--- src/rtl/muldiv_pkg.sv ---
// Shared definitions for the RISC-V M-extension unit: funct3 encodings,
// FSM state encoding and operand-signedness decode helpers.
package muldiv_pkg;

  localparam logic [2:0] FUNCT3_MUL    = 3'b000;
  localparam logic [2:0] FUNCT3_MULH   = 3'b001;
  localparam logic [2:0] FUNCT3_MULHSU = 3'b010;
  localparam logic [2:0] FUNCT3_MULHU  = 3'b011;
  localparam logic [2:0] FUNCT3_DIV    = 3'b100;
  localparam logic [2:0] FUNCT3_DIVU   = 3'b101;
  localparam logic [2:0] FUNCT3_REM    = 3'b110;
  localparam logic [2:0] FUNCT3_REMU   = 3'b111;

  typedef enum logic [2:0] {
    S_IDLE = 3'd0,
    S_MUL  = 3'd1,
    S_DIV  = 3'd2,
    S_FIX  = 3'd3,
    S_DONE = 3'd4
  } state_t;

  function automatic logic rs1IsSigned(input logic [2:0] f3);
    return (f3 == FUNCT3_MUL) || (f3 == FUNCT3_MULH) || (f3 == FUNCT3_MULHSU) ||
           (f3 == FUNCT3_DIV) || (f3 == FUNCT3_REM);
  endfunction

  function automatic logic rs2IsSigned(input logic [2:0] f3);
    return (f3 == FUNCT3_MUL) || (f3 == FUNCT3_MULH) ||
           (f3 == FUNCT3_DIV) || (f3 == FUNCT3_REM);
  endfunction

  function automatic logic isDivOp(input logic [2:0] f3);
    return f3[2];
  endfunction

  function automatic logic isRemOp(input logic [2:0] f3);
    return f3[2] & f3[1];
  endfunction

endpackage

--- src/rtl/muldiv_seq_if.sv ---
// Request/response handshake bundle between the execute stage and muldiv_seq.
interface muldiv_seq_if #(parameter int XLEN = 32);

  logic            in_valid_i;
  logic            in_ready_o;
  logic [XLEN-1:0] rs1_i;
  logic [XLEN-1:0] rs2_i;
  logic [2:0]      funct3_i;
  logic            out_valid_o;
  logic            out_ready_i;
  logic [XLEN-1:0] c_o;
  logic            busy_o;

  modport slave (
    input  in_valid_i, rs1_i, rs2_i, funct3_i, out_ready_i,
    output in_ready_o, out_valid_o, c_o, busy_o
  );

  modport master (
    output in_valid_i, rs1_i, rs2_i, funct3_i, out_ready_i,
    input  in_ready_o, out_valid_o, c_o, busy_o
  );

endinterface

--- src/rtl/div_restoring_step.sv ---
// One combinational restoring-division step: shift in a dividend bit,
// trial-subtract the divisor, keep the difference when it does not borrow.
module div_restoring_step #(
  parameter int XLEN = 32
) (
  input  logic [XLEN-1:0] i_rem,
  input  logic [XLEN-1:0] i_divisor,
  input  logic            i_bit,
  output logic [XLEN-1:0] o_rem,
  output logic            o_qbit
);

  logic [XLEN:0] w_shifted;
  logic [XLEN:0] w_diff;

  // i_rem < i_divisor always holds, so the top bit of w_diff is a clean borrow flag
  assign w_shifted = {i_rem, i_bit};
  assign w_diff    = w_shifted - {1'b0, i_divisor};
  assign o_qbit    = ~w_diff[XLEN];
  assign o_rem     = o_qbit ? w_diff[XLEN-1:0] : w_shifted[XLEN-1:0];

endmodule

--- src/rtl/muldiv_seq.sv ---
// Handshaked M-extension unit: single-cycle multiply, iterative restoring divide.
// Optional result cache for repeated divide/remainder operands: MULDIV_REM_CACHE_EN.
module muldiv_seq
  import muldiv_pkg::*;
#(
  parameter int XLEN = 32
) (
  input logic         clk,
  input logic         rst,
  muldiv_seq_if.slave bus
);

  localparam int              CNT_W     = $clog2(XLEN);
  localparam logic [CNT_W-1:0] LAST_STEP = CNT_W'(XLEN - 1);
  localparam logic [XLEN-1:0] ALL_ONES  = '1;
  localparam logic [XLEN-1:0] MIN_NEG   = {1'b1, {(XLEN-1){1'b0}}};

  state_t              r_state;
  logic [CNT_W-1:0]    r_cnt;
  logic [XLEN-1:0]     r_c;
  logic                r_inReady;
  logic                r_outValid;
  logic                r_busy;
  logic [2:0]          r_funct3;
  logic [XLEN-1:0]     r_a;
  logic [XLEN-1:0]     r_b;
  logic                r_negA;
  logic                r_negB;
  logic [XLEN-1:0]     r_dq;
  logic [XLEN-1:0]     r_rem;

  logic                w_rs1Neg;
  logic                w_rs2Neg;
  logic [XLEN-1:0]     w_magA;
  logic [XLEN-1:0]     w_magB;
  logic                w_divByZero;
  logic                w_overflow;
  logic [XLEN-1:0]     w_specialRes;
  logic [2*XLEN-1:0]   w_prod;
  logic [2*XLEN-1:0]   w_prodSigned;
  logic [XLEN-1:0]     w_mulRes;
  logic [XLEN-1:0]     w_stepRem;
  logic                w_stepQ;
  logic [XLEN-1:0]     w_fixRes;
  logic                w_cacheHit;
  logic [XLEN-1:0]     w_cacheRes;

  // Unsigned ops carry neg flags of zero, so the sign rules reduce to these two tests
  function automatic logic [XLEN-1:0] fixResult(
    input logic [XLEN-1:0] q,
    input logic [XLEN-1:0] r,
    input logic            negA,
    input logic            negB,
    input logic [2:0]      f3
  );
    if (isRemOp(f3)) return negA ? -r : r;
    return (negA ^ negB) ? -q : q;
  endfunction

  assign w_rs1Neg     = rs1IsSigned(bus.funct3_i) & bus.rs1_i[XLEN-1];
  assign w_rs2Neg     = rs2IsSigned(bus.funct3_i) & bus.rs2_i[XLEN-1];
  assign w_magA       = w_rs1Neg ? -bus.rs1_i : bus.rs1_i;
  assign w_magB       = w_rs2Neg ? -bus.rs2_i : bus.rs2_i;
  assign w_divByZero  = (bus.rs2_i == '0);
  assign w_overflow   = rs1IsSigned(bus.funct3_i) & (bus.rs1_i == MIN_NEG) &
                        (bus.rs2_i == ALL_ONES);
  assign w_specialRes = w_divByZero ? (isRemOp(bus.funct3_i) ? bus.rs1_i : ALL_ONES)
                                    : (isRemOp(bus.funct3_i) ? '0 : bus.rs1_i);

  assign w_prod       = {{XLEN{1'b0}}, r_a} * {{XLEN{1'b0}}, r_b};
  assign w_prodSigned = (r_negA ^ r_negB) ? -w_prod : w_prod;
  assign w_mulRes     = (r_funct3 == FUNCT3_MUL) ? w_prodSigned[XLEN-1:0]
                                                 : w_prodSigned[2*XLEN-1:XLEN];

  assign w_fixRes     = fixResult(r_dq, r_rem, r_negA, r_negB, r_funct3);

  div_restoring_step #(.XLEN(XLEN)) u_step (
    .i_rem     (r_rem),
    .i_divisor (r_b),
    .i_bit     (r_dq[XLEN-1]),
    .o_rem     (w_stepRem),
    .o_qbit    (w_stepQ)
  );

`ifdef MULDIV_REM_CACHE_EN
  logic            r_cValid;
  logic [XLEN-1:0] r_cA;
  logic [XLEN-1:0] r_cB;
  logic [XLEN-1:0] r_cQ;
  logic [XLEN-1:0] r_cR;

  assign w_cacheHit = r_cValid & (w_magA == r_cA) & (w_magB == r_cB);
  assign w_cacheRes = fixResult(r_cQ, r_cR, w_rs1Neg, w_rs2Neg, bus.funct3_i);

  // Unsigned quotient/remainder are captured as FIX consumes them
  always_ff @(posedge clk) begin
    if (rst) begin
      r_cValid <= 1'b0;
      r_cA     <= '0;
      r_cB     <= '0;
      r_cQ     <= '0;
      r_cR     <= '0;
    end else if (r_state == S_FIX) begin
      r_cValid <= 1'b1;
      r_cA     <= r_a;
      r_cB     <= r_b;
      r_cQ     <= r_dq;
      r_cR     <= r_rem;
    end
  end
`else
  assign w_cacheHit = 1'b0;
  assign w_cacheRes = '0;
`endif

  // r_dq starts as the dividend magnitude and fills with quotient bits as it shifts
  always_ff @(posedge clk) begin
    if (rst) begin
      r_state    <= S_IDLE;
      r_cnt      <= '0;
      r_c        <= '0;
      r_inReady  <= 1'b1;
      r_outValid <= 1'b0;
      r_busy     <= 1'b0;
      r_funct3   <= '0;
      r_a        <= '0;
      r_b        <= '0;
      r_negA     <= 1'b0;
      r_negB     <= 1'b0;
      r_dq       <= '0;
      r_rem      <= '0;
    end else begin
      case (r_state)
        S_IDLE: begin
          if (bus.in_valid_i) begin
            r_funct3  <= bus.funct3_i;
            r_a       <= w_magA;
            r_b       <= w_magB;
            r_negA    <= w_rs1Neg;
            r_negB    <= w_rs2Neg;
            r_dq      <= w_magA;
            r_rem     <= '0;
            r_cnt     <= '0;
            r_inReady <= 1'b0;
            if (!isDivOp(bus.funct3_i)) begin
              r_state <= S_MUL;
              r_busy  <= 1'b1;
            end else if (w_divByZero || w_overflow) begin
              r_c        <= w_specialRes;
              r_state    <= S_DONE;
              r_outValid <= 1'b1;
            end else if (w_cacheHit) begin
              r_c        <= w_cacheRes;
              r_state    <= S_DONE;
              r_outValid <= 1'b1;
            end else begin
              r_state <= S_DIV;
              r_busy  <= 1'b1;
            end
          end
        end
        S_MUL: begin
          r_c        <= w_mulRes;
          r_state    <= S_DONE;
          r_busy     <= 1'b0;
          r_outValid <= 1'b1;
        end
        S_DIV: begin
          r_rem <= w_stepRem;
          r_dq  <= {r_dq[XLEN-2:0], w_stepQ};
          r_cnt <= r_cnt + 1'b1;
          if (r_cnt == LAST_STEP) begin
            r_state <= S_FIX;
          end
        end
        S_FIX: begin
          r_c        <= w_fixRes;
          r_state    <= S_DONE;
          r_busy     <= 1'b0;
          r_outValid <= 1'b1;
        end
        S_DONE: begin
          if (bus.out_ready_i) begin
            r_state    <= S_IDLE;
            r_outValid <= 1'b0;
            r_inReady  <= 1'b1;
          end
        end
        default: begin
          r_state    <= S_IDLE;
          r_inReady  <= 1'b1;
          r_outValid <= 1'b0;
          r_busy     <= 1'b0;
        end
      endcase
    end
  end

  assign bus.in_ready_o  = r_inReady;
  assign bus.out_valid_o = r_outValid;
  assign bus.c_o         = r_c;
  assign bus.busy_o      = r_busy;

endmodule

--- src/flat_wrapper.sv ---
// flat-port wrapper written by rule: the top's interface ports become plain ports
module muldiv_seq_flat import muldiv_pkg::*;
#(
  parameter int XLEN = 32
)
  (clk, rst, bus_in_valid_i, bus_rs1_i, bus_rs2_i, bus_funct3_i, bus_out_ready_i, bus_in_ready_o, bus_out_valid_o, bus_c_o, bus_busy_o);
  muldiv_seq_if #(.XLEN(XLEN)) bus_i ();
  input logic clk;
  input logic rst;
  input wire logic [$bits(bus_i.in_valid_i)-1:0] bus_in_valid_i;
  input wire logic [$bits(bus_i.rs1_i)-1:0] bus_rs1_i;
  input wire logic [$bits(bus_i.rs2_i)-1:0] bus_rs2_i;
  input wire logic [$bits(bus_i.funct3_i)-1:0] bus_funct3_i;
  input wire logic [$bits(bus_i.out_ready_i)-1:0] bus_out_ready_i;
  output wire logic [$bits(bus_i.in_ready_o)-1:0] bus_in_ready_o;
  output wire logic [$bits(bus_i.out_valid_o)-1:0] bus_out_valid_o;
  output wire logic [$bits(bus_i.c_o)-1:0] bus_c_o;
  output wire logic [$bits(bus_i.busy_o)-1:0] bus_busy_o;
  assign bus_i.in_valid_i = bus_in_valid_i;
  assign bus_i.rs1_i = bus_rs1_i;
  assign bus_i.rs2_i = bus_rs2_i;
  assign bus_i.funct3_i = bus_funct3_i;
  assign bus_i.out_ready_i = bus_out_ready_i;
  assign bus_in_ready_o = bus_i.in_ready_o;
  assign bus_out_valid_o = bus_i.out_valid_o;
  assign bus_c_o = bus_i.c_o;
  assign bus_busy_o = bus_i.busy_o;
  muldiv_seq #(.XLEN(XLEN)) u_core (.clk(clk), .rst(rst), .bus(bus_i));
endmodule
--- config.mk ---
export PLATFORM = sky130hd
export DESIGN_NAME = muldiv_seq_flat
export DESIGN_NICKNAME = d
export VERILOG_FILES = /design/src/rtl/muldiv_pkg.sv /design/src/rtl/muldiv_seq_if.sv /design/src/rtl/div_restoring_step.sv /design/src/rtl/muldiv_seq.sv /design/src/flat_wrapper.sv
export SDC_FILE = /design/constraint.sdc
export NUM_CORES = 2
export LEC_CHECK = 0
export ABC_CLOCK_PERIOD_IN_PS = 10900
export CORE_UTILIZATION = 35
export DETAILED_ROUTE_END_ITERATION = 12
export PLACE_DENSITY = 0.49
export SLEW_MARGIN = 20
export SYNTH_ARGS = -nofsm -noshare
export SYNTH_HDL_FRONTEND = slang
export SYNTH_HIERARCHICAL = 1
export SYNTH_SLANG_ARGS = --single-unit
--- constraint.sdc ---
create_clock -name clk -period 10.9 [get_ports clk]
set_clock_uncertainty 0.15 [all_clocks]
set_input_delay 2.18 -clock clk [delete_from_list [all_inputs] [get_ports clk]]
set_output_delay 2.18 -clock clk [all_outputs]
set_load 0.03 [all_outputs]
==> After elaboration in Yosys (flattened, before gate mapping) <==
Cells that the tools add are included.
{ "totals": {"elab_cells": 113, "reg_bits": 176, "input_bits": 71, "output_inout_bits": 35} }
{ "classes": {"add_sub_neg": 7, "n_eq_ne": 17, "n_reduce_logical": 23, "bitwise": 11, "mul": 1, "n_mux": 41} }
{ "op_table": {"columns": ["cell", "n"], "rows": [
  ["$mux 32", 16],
  ["$neg 32->32", 4],
  ["$pmux 32 s2", 2],
  ["$pmux 32 s3", 1],
  ["$eq 32x32->1 const B", 2],
  ["$mul 32x32->64", 1],
  ["$mux 64", 1],
  ["$neg 64->64", 1],
  ["$sub 33x32->33", 1],
  ["$logic_not 32->1", 1],
  ["$mux 3", 5],
  ["$pmux 3 s4", 1],
  ["$mux 1", 10],
  ["$pmux 5 s2", 1],
  ["$eq 3x2->1 const B", 3],
  ["$eq 3x3->1 const B", 3],
  ["$logic_not 3->1", 3],
  ["$reduce_and 3->1", 3],
  ["$logic_or 1x1->1", 7],
  ["$and 1x1->1", 6],
  ["$eq 3x1->1 const B", 2],
  ["$ne 2x2->1 const B", 3],
  ["$add 5x1->5 const B", 1],
  ["$eq 5x5->1 const B", 1],
  ["15 further kinds", 21]
]} }

==> Logic depth before layout (Yosys ltp) <==
{ "logic_depth": {"word_depth": 12, "mapped_depth": 33} }

==> Modules after synthesis <==
Netlist, hierarchy kept.
{ "by_module_without_submodules": {"columns": ["mod", "area_per_inst_um2", "instances", "cells_each", "seq_area_each_um2"], "rows": [
  ["muldiv_seq", 46115.5, 1, 5497, 3523.4],
  ["div_restoring_step", 2358.5, 1, 305, 0.0]
]} }

==> Worst setup path before layout <==
OpenSTA, ideal clock, no wires.
{ "synth_timing": {"kind": "flip-flop to flip-flop", "startpoint": "reg u_core.r_b[5]", "endpoint": "reg u_core.r_c[16], in the netlist u_core/bus.c_o[16]", "setup_slack_ps": 2425, "path_buffers": 1, "t_required_ps": 10622, "arrival_time_ps": 8197, "synth_period_minus_slack_ps": 8475, "stages_incl_launch_ff": 30, "cell_sequence": "dfxtp_1 -> clkbuf_1 -> and2_1 -> fa_1 -> fa_1 -> fa_1 -> inv_1 -> fa_1 -> inv_1 -> fa_1 -> inv_1 -> fa_1 -> inv_1 -> fa_1 -> inv_1 -> fa_1 -> inv_1 -> ha_1 -> o21a_1 -> a21o_1 -> or4_1 -> mux2_2 -> a221o_1 -> nor4_4 -> nand3_1 -> nor3_1 -> a31oi_1 -> xnor2_1 -> a221oi_1 -> nor2_1"} }
{ "synth_via": {"elab_chain_len": 5} }
{ "synth_rtl": {"columns": ["item", "line", "source"], "rows": [
  ["from (decl)", "muldiv_seq.sv:26", "logic [XLEN-1:0] r_b;"],
  ["from (signal assigned)", "muldiv_seq.sv:138", "r_b <= w_magB;"],
  ["$mul 32x32->64 *", "muldiv_seq.sv:70", "assign w_prod = {{XLEN{1'b0}}, r_a} * {{XLEN{1'b0}}, r_b};"],
  ["$neg 64->64", "muldiv_seq.sv:71", "assign w_prodSigned = (r_negA ^ r_negB) ? -w_prod : w_prod;"],
  ["$mux 64 *", "muldiv_seq.sv:71", null],
  ["$mux 32 *", "muldiv_seq.sv:72", "assign w_mulRes = (r_funct3 == FUNCT3_MUL) ? w_prodSigned[XLEN-1:0]"],
  ["$pmux 32 s3 *", "muldiv_seq.sv:133", "case (r_state)"],
  ["to (signal assigned)", "muldiv_seq.sv:149", "r_c <= w_specialRes;"],
  ["to (signal assigned)", "muldiv_seq.sv:153", "r_c <= w_cacheRes;"],
  ["to (signal assigned)", "muldiv_seq.sv:163", "r_c <= w_mulRes;"],
  ["to (decl)", "muldiv_seq.sv:20", "logic [XLEN-1:0] r_c;"]
]} }
Mark *: on every way between the ends. The rest lies on a longest branch, timed or not.
A chain may end at the register's enable or synchronous reset.

==> Worst setup path after layout <==
{ "layout_timing": {"startpoint": "reg u_core.r_a[16]", "endpoint": "reg u_core.r_c[24], in the netlist u_core/bus.c_o[24]"} }
{ "layout_via": {"elab_chain_len": 5} }
{ "layout_rtl": {"columns": ["item", "line", "source"], "rows": [
  ["from (decl)", "muldiv_seq.sv:25", "logic [XLEN-1:0] r_a;"],
  ["from (signal assigned)", "muldiv_seq.sv:137", "r_a <= w_magA;"],
  ["$mul 32x32->64 *", "muldiv_seq.sv:70", null],
  ["$neg 64->64", "muldiv_seq.sv:71", null],
  ["$mux 64 *", "muldiv_seq.sv:71", null],
  ["$mux 32 *", "muldiv_seq.sv:72", null],
  ["$pmux 32 s3 *", "muldiv_seq.sv:133", null]
]} }
Marks and branches as above.

==> flow_summary.yaml <==
power:
  power_mw: 5.864
  power_switching_mw: 3.312
  ir_drop_v: 0.0001315
  power_density_nw_per_um2: 112.5
  power.internal_mw: 2.552
  share_comb_of_total_power: 0.742
  pwr-share-clk: 0.116
  power.leakage_nw: 23.98
  pwr-share-seq: 0.143
  p_sw_frac: 0.5647
die:
  ioPinCount: 106
  die_h_um: 374.2
  die_area_sq_um: 140000
  die_x_um: 374.2
  start_util: 0.3526
  placementRows: 136
  coreArea_sq_um: 137500
synth:
  synth_cells: 5802
  async_flop_share: 0
  synth_flop_cell: "dfxtp_1"
  synth.cell_area_sq_um: 48470
  ys.warnings.count: 6
  synth_edf_count: 0
  syn_nets: 7073
  ys_types: 110
  synth-seq-area-share: 0.07269
  syn_area_per_cell_sq_um: 8.355
  ys_ff_latch: 176
sta:
  hold_viol_final: 0
  rsz0062_at_grt: "false"
  fin_ws_ps: 748.6
  slew_headroom: 0.2432
  fin_crit_ps: 10150
  setup-tns-final_ps: 0
  fmax_ghz: 0.09851
  finalCritPeriodShare: 0.9313
  slew_violations: 0
  worst_pin_slew_ps: 1125
  finalSetupViolCount: 0
critical_path:
  critPathKind: "reg2reg"
  crit_cells: 26
  crit_buf_inv: 4
  r2r_end: "u_core/bus.c_o[24]"
  crit_path_max_fanout: 18
  worstPathRequired_ps: 11170
  reg2reg_from: "u_core/r_a[16]"
  slowest_stage: "dfxtp_1"
  path_delay_family: "adder cells"
  startpoint_type: "register"
  worst_r2r_path_depth: 26
  r2r_setup_slack_ps: 750
  worstPathArrival_ps: 10420
  slowest_delay_ps: 980
  cpMostUsedCell: "fa_1"
  end_kind: "register"
grt:
  antenna_found_initial: 3
  grt_max_degree: 87
  grt.total_usage: 0.2401
  grt-ovfl-total: 0
  grt_pass1_vias: 41419
  grt_pass1_wl_mm: 258.3
finish:
  drive_above_1_share: 0.04693
  mostFrequentLayoutCell: "inv_1"
  fill_cells: 14257
  area_growth_syn_to_layout_pct: 7.537
  utilization: 0.3791
  final_cell_mix: "953 x inv_1, 897 x fa_1, 727 x nand2_1"
  final_nets: 6990
placement:
  post-dp-hpwl_mm: 137.6
  pre_cts_slack_ps: 822.8
  place_congestion: 0.9178
  io_buffers: 105
clock_network:
  cts.clk_slew.worst_paths_ps: 100
  ctsResizeCount: 0
  cts.sink_count: 176
  cts_made_buffers: 17
  cts_tree: "built"
  cts.path.max_buffers: 2
  clkLatencyLatePin_ps: 510
  cts_max_level: 4
  root_buffer: "clkbuf_16"
  post_cts_buffers: 0
  cts-hold-fix-buffers: 0
routing:
  detail_route.wirelength_mm: 165.6
  drt_pass1_iterations: 6
  ant_nets: 0
  routedWlPerCell_um: 22.00
  route.detailed.drc: 0
  vias_per_cell: 5.306
  drt-initial-drc-count: 2634
  num_vias: 39935
flow_run:
  cap_violations: 0
hold_path:
  hold_class: "reg2reg"
  hold_depth: 2
  hold_start: "u_core/r_a[5]"
  holdPathEnd: "u_core/r_a[5]"
status:
  status: "finished clean"
## registers in the layout (all words and copies together), names as in the netlist
register and cells:
u_core/r_cnt 5, u_core/bus.out_valid_o 1, u_core/bus.in_ready_o 1, u_core/r_dq 32, u_core/r_negA 1, u_core/bus.c_o 32
u_core/r_a 32, u_core/r_state 3, u_core/r_negB 1, u_core/r_b 32, u_core/r_funct3 3, u_core/bus.busy_o 1
u_core/r_rem 32
## Yosys cell counts (22+ instances only)
cell / n / area share
ha_1: 303 / 0.078
nand4_1: 38 / 0.0049
nor4_1: 30 / 0.0039
a21o_1: 48 / 0.0074
o21a_1: 22 / 0.0034
a211oi_1: 51 / 0.0079
xnor2_1: 116 / 0.021
a21oi_1: 290 / 0.030
or3_1: 28 / 0.0036
fa_1: 897 / 0.37
o31ai_1: 46 / 0.0071
a22oi_1: 65 / 0.010
nand3_1: 55 / 0.0057
xor2_1: 102 / 0.018
inv_1: 953 / 0.074
nor2_1: 239 / 0.019
and2_1: 595 / 0.077
and3_1: 25 / 0.0032
dfxtp_1: 176 / 0.073
a31oi_1: 33 / 0.0043
nor3_1: 55 / 0.0057
o21ai_0: 189 / 0.020
o22ai_1: 25 / 0.0032
o211ai_1: 23 / 0.0036
nand2_1: 727 / 0.056
clkbuf_1: 322 / 0.025
## per-layer routing
layer,global-route usage,up-vias,part of all wire
met5,0,-,0.000085
met4,0.04732,2,0.019
met3,0.02119,116,0.042
met2,0.4090,931,0.48
met1,0.3317,20612,0.45
li1,-,18274,-
## cells by family after synthesis
kind of cell,Yosys count,share of synthesized area
xor gates and xnor gates,218,0.03939
and+or+nand+nor,1906,0.1974
adders and majority gates,1202,0.4491
buffers and inverters,1302,0.1032
muxes,39,0.01048
DFF,176,0.07269
AOI/OAI and AO/OA,959,0.1277
## worst max path at each step
stage,startpoint,endpoint,slack [ps]
floorplan,u_core/r_b[5],u_core/bus.c_o[16],2420
global placement,u_core/r_b[18],u_core/bus.c_o[24],790
detailed placement,u_core/r_a[16],u_core/bus.c_o[20],820
CTS,u_core/r_a[3],u_core/bus.c_o[24],760
global route,u_core/r_a[16],u_core/bus.c_o[24],270
finish,u_core/r_a[16],u_core/bus.c_o[24],750
## worst reg2reg max path, cell delays in order (launching register included)
cell and delay, ps:
dfxtp_1 980, buf_4 430, nand2_1 130, fa_1 550, fa_1 540, inv_1 50, fa_1 490, fa_1 580
fa_1 430, fa_1 450, fa_1 560, inv_1 80, fa_1 480, inv_1 40, ha_1 420, nand2_1 150
nor4_1 740, nand3_1 150, a21oi_1 390, nor4b_2 170, o31a_1 350, a221oi_1 410, a21boi_1 390, nand2_1 170
o31a_1 320, or3_1 310, a31oi_1 170
## area by class of cell
cell class,count,area [sq um],share of cell area
Multi-Input combinational cell,4324,40030,0.7679
Inverter,954,3588,0.06884
Sequential cell,176,3531,0.06774
Tap cell,1794,2245,0.04306
Timing Repair Buffer,246,2132,0.04090
Clock buffer,17,425.4,0.008161
Clock inverter,15,176.4,0.003384
Antenna cell,1,2.502,0.00004801
## stage by stage
step / instances / hold WS [ps] / instance area [sq um]
floorplan: 5802 / 281.9 / 48470
global placement: 7493 / 298.2 / 51490
detailed placement: 7494 / 299.5 / 51520
CTS: 7526 / 311.5 / 52120
global route: 7526 / 342.6 / 52130
finish: 7527 / 313.0 / 52130
## power groups by stage
stage | clock network (mW) | registers [mW] | logic, mW
after floorplan | 0 | 0.754 | 2.88
after CTS | 0.698 | 0.833 | 4.38
final | 0.678 | 0.836 | 4.35
after global routing | 0.713 | 0.843 | 4.79
after global placement | 0 | 0.851 | 4.34
after detailed placement | 0 | 0.848 | 4.33
Note: power is estimated with default switching activity, not from simulation.
